## src/rtl/shift_unit_seq.sv

```systemverilog
// Multicycle shifter: latches an operand, shift amount and shift kind on start,
// then shifts the operand one bit per clock. done pulses for one cycle when the
// result is final.
//
// Ports:
//   clk      - system clock, rising edge
//   reset    - synchronous, active-high reset
//   start    - shift request, sampled only in IDLE
//   op       - shift kind: 00 SLL, 01 SRL, 10 SRA, 11 ROR
//   shamt    - shift amount
//   data_in  - operand
//   busy     - high while shifting
//   done     - one-cycle pulse, data_out is final
//   data_out - working/result register
module shift_unit_seq #(
    parameter int unsigned WIDTH   = 32,
    parameter int unsigned SHAMT_W = 5
) (
    input  logic               clk,
    input  logic               reset,
    input  logic               start,
    input  logic [1:0]         op,
    input  logic [SHAMT_W-1:0] shamt,
    input  logic [WIDTH-1:0]   data_in,
    output logic               busy,
    output logic               done,
    output logic [WIDTH-1:0]   data_out
);

    typedef enum logic [1:0] {
        IDLE  = 2'b00,
        SHIFT = 2'b01,
        DONE  = 2'b10
    } state_t;

    localparam logic [1:0] OP_SLL = 2'b00;
    localparam logic [1:0] OP_SRL = 2'b01;
    localparam logic [1:0] OP_SRA = 2'b10;
    localparam logic [1:0] OP_ROR = 2'b11;

    state_t             state, state_nxt;
    logic [SHAMT_W-1:0] count, count_nxt;
    logic [1:0]         op_r, op_nxt;
    logic [WIDTH-1:0]   data_nxt;
    logic               busy_nxt, done_nxt;

    // State and datapath registers
    always_ff @(posedge clk) begin
        if (reset) begin
            state    <= IDLE;
            count    <= '0;
            op_r     <= OP_SLL;
            data_out <= '0;
            busy     <= 1'b0;
            done     <= 1'b0;
        end else begin
            state    <= state_nxt;
            count    <= count_nxt;
            op_r     <= op_nxt;
            data_out <= data_nxt;
            busy     <= busy_nxt;
            done     <= done_nxt;
        end
    end

    // Next-state, datapath and output decode
    always_comb begin
        state_nxt = state;
        count_nxt = count;
        op_nxt    = op_r;
        data_nxt  = data_out;

        unique case (state)
            IDLE: begin
                if (start) begin
                    data_nxt  = data_in;
                    count_nxt = shamt;
                    op_nxt    = op;
                    // a zero shift skips SHIFT so count never wraps
                    state_nxt = (shamt != '0) ? SHIFT : DONE;
                end
            end
            SHIFT: begin
                unique case (op_r)
                    OP_SLL:  data_nxt = {data_out[WIDTH-2:0], 1'b0};
                    OP_SRL:  data_nxt = {1'b0, data_out[WIDTH-1:1]};
                    OP_SRA:  data_nxt = {data_out[WIDTH-1], data_out[WIDTH-1:1]};
                    OP_ROR:  data_nxt = {data_out[0], data_out[WIDTH-1:1]};
                    default: data_nxt = data_out;
                endcase
                count_nxt = count - SHAMT_W'(1);
                if (count == SHAMT_W'(1)) begin
                    state_nxt = DONE;
                end
            end
            DONE: begin
                state_nxt = IDLE;
            end
            default: begin
                state_nxt = IDLE;
            end
        endcase

        // registered decode of the next state keeps busy/done aligned with state
        busy_nxt = (state_nxt == SHIFT);
        done_nxt = (state_nxt == DONE);
    end

endmodule

```

## config.mk

```make
export PLATFORM = sky130hd
export DESIGN_NAME = shift_unit_seq
export DESIGN_NICKNAME = d
export VERILOG_FILES = /design/src/rtl/shift_unit_seq.sv
export SDC_FILE = /design/constraint.sdc
export NUM_CORES = 1
export LEC_CHECK = 0
export BUFFER_PORTS_ARGS = -buffer_cell sky130_fd_sc_hd__buf_4
export CORE_MARGIN = 2
export CORE_UTILIZATION = 50
export CTS_BUF_LIST = sky130_fd_sc_hd__clkbuf_16
export CTS_CLUSTER_DIAMETER = 200
export DETAILED_ROUTE_END_ITERATION = 10
export PLACE_DENSITY = 0.82
export SLEW_MARGIN = 25
export SYNTH_ARGS = -nofsm -noshare
export SYNTH_HDL_FRONTEND = slang
export SYNTH_SLANG_ARGS = --single-unit
```

## constraint.sdc

```tcl
create_clock -name clk -period 3.1 [get_ports clk]
set_input_delay 0.155 -clock clk [delete_from_list [all_inputs] [get_ports clk]]
set_output_delay 0.155 -clock clk [all_outputs]
set_load 0.1 [all_outputs]
```

==> impl_metrics.py <==
metrics = {
    "critical_path": {
        "reg2reg_depth": 4,
        "r2r_slack_ns": 0.99,
        "cp_data_required_time_ns": 3.30,
        "startpoint": "state[0]$_SDFF_PP0_",
        "cp.depth": 4,
        "crit_path_end": "data_out[20]$_SDFFE_PP0P_",
        "critical_path_class": "flop to flop",
        "path_cells": "nor2b_2 > buf_4 > nor2_1 > o31ai_1",
        "critPathCaptureType": "flop",
        "r2r_start": "state[0]$_SDFF_PP0_",
        "crit_family": "simple AND/OR/NAND/NOR gates",
        "critical_path.slowest_cell": "nor2b_2",
        "worstPathMaxFanout": 21,
        "arrival_ns": 2.30,
        "cpPeakStageDelay_ns": 0.76,
        "rr_endpoint": "data_out[20]$_SDFFE_PP0P_",
        "cp-start-kind": "flop",
        "cp_num_buf_inv": 1,
    },
    "clock_tree": {
        "cts.htree.levels": 2,
        "cts_tree": "built",
        "cts_buffers": 5,
        "clk_pin_slew_ns": 0.06,
        "ctsHoldBuffers": 0,
        "clk_path_buf_depth": 2,
        "root_buffer": "clkbuf_16",
        "clock-sinks": 43,
        "post_cts_buffers": 0,
        "cts_resized": 0,
        "clkLatencyLatePin_ns": 0.29,
    },
    "power_and_ir_drop": {
        "irDropWorstVdd_mv": 0.411,
        "pwr-share-clk": 0.264,
        "power_frac_comb": 0.378,
        "pwr-share-seq": 0.358,
        "leakagePower_nw": 1.25,
        "power.switching_mw": 0.809,
        "p_total_mw": 1.90,
        "power.internal_mw": 1.10,
        "pwr_density_cell_nw_per_um2": 621,
        "p_sw_frac": 0.425,
    },
    "synth": {
        "yosysUniqueCellTypes": 43,
        "syn_inst": 286,
        "synthTopCellsByArea": "dfxtp_1 36%, o21a_1 9.5%, a211oi_1 9.2%",
        "syn_nets": 330,
        "yosys_warnings": 0,
        "async_flop_share": 0,
        "yosysSeqAreaShare": 0.362,
        "synth_ff_type": "dfxtp_1",
        "avgSynthCellArea_um2": 8.30,
        "synth_edf_count": 0,
        "ys_ff_latch": 43,
        "synth_area_um2": 2370,
        "yosys.area.top_type_share": 0.362,
        "yosysTopAreaCell": "dfxtp_1",
    },
    "status": {
        "status": "finished clean",
    },
    "floorplan": {
        "core_um2": 4660,
        "ios": 76,
        "placementRows": 25,
        "initial_core_util": 0.510,
        "die_w_um": 72.9,
        "die-height_um": 72.9,
        "die_area_um2": 5320,
    },
    "finish": {
        "final_common_cell": "buf_4",
        "area_delta_synth_final_pct": 29.1,
        "final_cell_mix": "83 x buf_4, 43 x dfxtp_1, 31 x nor2_1, 30 x o21a_1, 29 x a211oi_1",
        "diodes": 0,
        "drive_gt1_frac": 0.286,
        "nets": 390,
    },
    "hold_path": {
        "min_path_type": "primary input to flop",
        "worstHoldPathCells": 3,
    },
    "routing": {
        "viasPerCell": 5.98,
        "routed_wl_um": 6250,
        "drtIter0Drc": 196,
        "antenna_left": 0,
        "routedWlPerCell_um": 15.6,
        "drc": 0,
        "num_vias": 2391,
        "drtPass1Iterations": 4,
    },
    "sta": {
        "setup_tns_ns": 0,
        "post-route-period-util": 0.679,
        "setup_viol": 0,
        "report.final.slew_viol_count": 0,
        "clock_skew_ns": 0.00447,
        "fmax_mhz": 475,
        "hold_viol_final": 0,
        "tightestPinTransition_ns": 0.786,
        "setup_ws_ns": 0.994,
        "slew_headroom": 0.474,
        "rsz0062_at_grt": "no",
        "fin_crit_ns": 2.11,
    },
    "placed_design": {
        "place_ws_ns": 1.04,
        "io_buffers": 75,
        "dp.final_hpwl_um": 4280,
        "place_congestion": 0.927,
    },
    "global_routing": {
        "grt_max_degree": 36,
        "grt_first_pass_wirelength_um": 10000,
        "grt_antenna_before_repair": 0,
        "grt_overflow": 0,
        "gr-usage-all-layers": 0.238,
        "grt_pass1_vias": 2148,
    },
    "job": {
        "cap_violations": 0,
    },
}
==> area by class of cell <==
class	count	area, µm²
fillers	394	1590
inverters	9	33.8
clock buffers	5	125
repair buffers	83	623
well taps	54	67.6
flip-flops and latches	43	861
multi-input cells	204	1350
clock inverters	2	8.76
==> layer usage <==
layer / vias up / GRT usage / part of all wire
met1: 1100 / 0.323 / 0.46
met4: 0 / 0.0844 / 0.015
met3: 9 / 0.0387 / 0.055
met2: 81 / 0.382 / 0.47
li1: 1201 / - / -
met5: - / 0 / 0
==> sequential cells by signal, indices dropped and copies added (netlist names) <==
register / count
state: 2
busy: 1
data_out: 32
count: 5
op_r: 2
done: 1
==> worst register-to-register path, stage by stage (launching register included) <==
cell	delay, ns
dfxtp_1	0.67
nor2b_2	0.76
buf_4	0.34
nor2_1	0.06
o31ai_1	0.19
==> worst min path at each step <==
stage | startpoint | end | slack [ns]
6_report | op[0] | op_r[0]$_SDFFE_PP0P_ | 0.12
5_1_grt | reset | data_out[0]$_SDFFE_PP0P_ | 0.13
4_1_cts | reset | count[3]$_SDFFE_PP0P_ | 0.11
3_5_place_dp | reset | count[3]$_SDFFE_PP0P_ | 0.41
3_3_place_gp | reset | data_out[0]$_SDFFE_PP0P_ | 0.40
2_1_floorplan | op[1] | op_r[1]$_SDFFE_PP0P_ | 0.29
==> cells by family (layout without fill, tap and decap cells) <==
logic type                 after synthesis  count (layout)  share of synthesized area
AOI/OAI and AO/OA                      121             121                      0.381
and+or+nand+nor                         81              81                      0.170
DFF                                     43              43                      0.362
buffers and inverters                   39              99                     0.0753
adders and majority gates                2               2                     0.0105
==> power groups by stage <==
stage	registers [mW]	clock network, mW	logic, mW
after global routing	0.690	0.524	0.758
final	0.682	0.503	0.720
after global placement	0.690	0	0.713
after detailed placement	0.691	0	0.719
after CTS	0.680	0.505	0.720
after floorplan	1.01	0	0.222
==> per-stage QoR <==
step,instances,cell area (µm²),hold WS [ns],util
3_5_place_dp,393,2930,0.412,0.629
6_report,400,3070,0.115,0.658
3_3_place_gp,393,2930,0.403,0.629
4_1_cts,400,3070,0.113,0.658
2_1_floorplan,286,2370,0.291,-
5_1_grt,400,3070,0.129,0.658
==> Yosys cell counts, types with 3 or more instances <==
cell / count
o21a_1: 30
a211oi_1: 29
nand3_1: 28
nand2_1: 5
clkbuf_1: 8
inv_1: 8
o32ai_1: 3
o311a_1: 3
o31ai_1: 28
dfxtp_1: 43
o21ai_0: 6
buf_2: 20
a21oi_1: 8
nor2_1: 32
(Power assumes the default switching activity.)
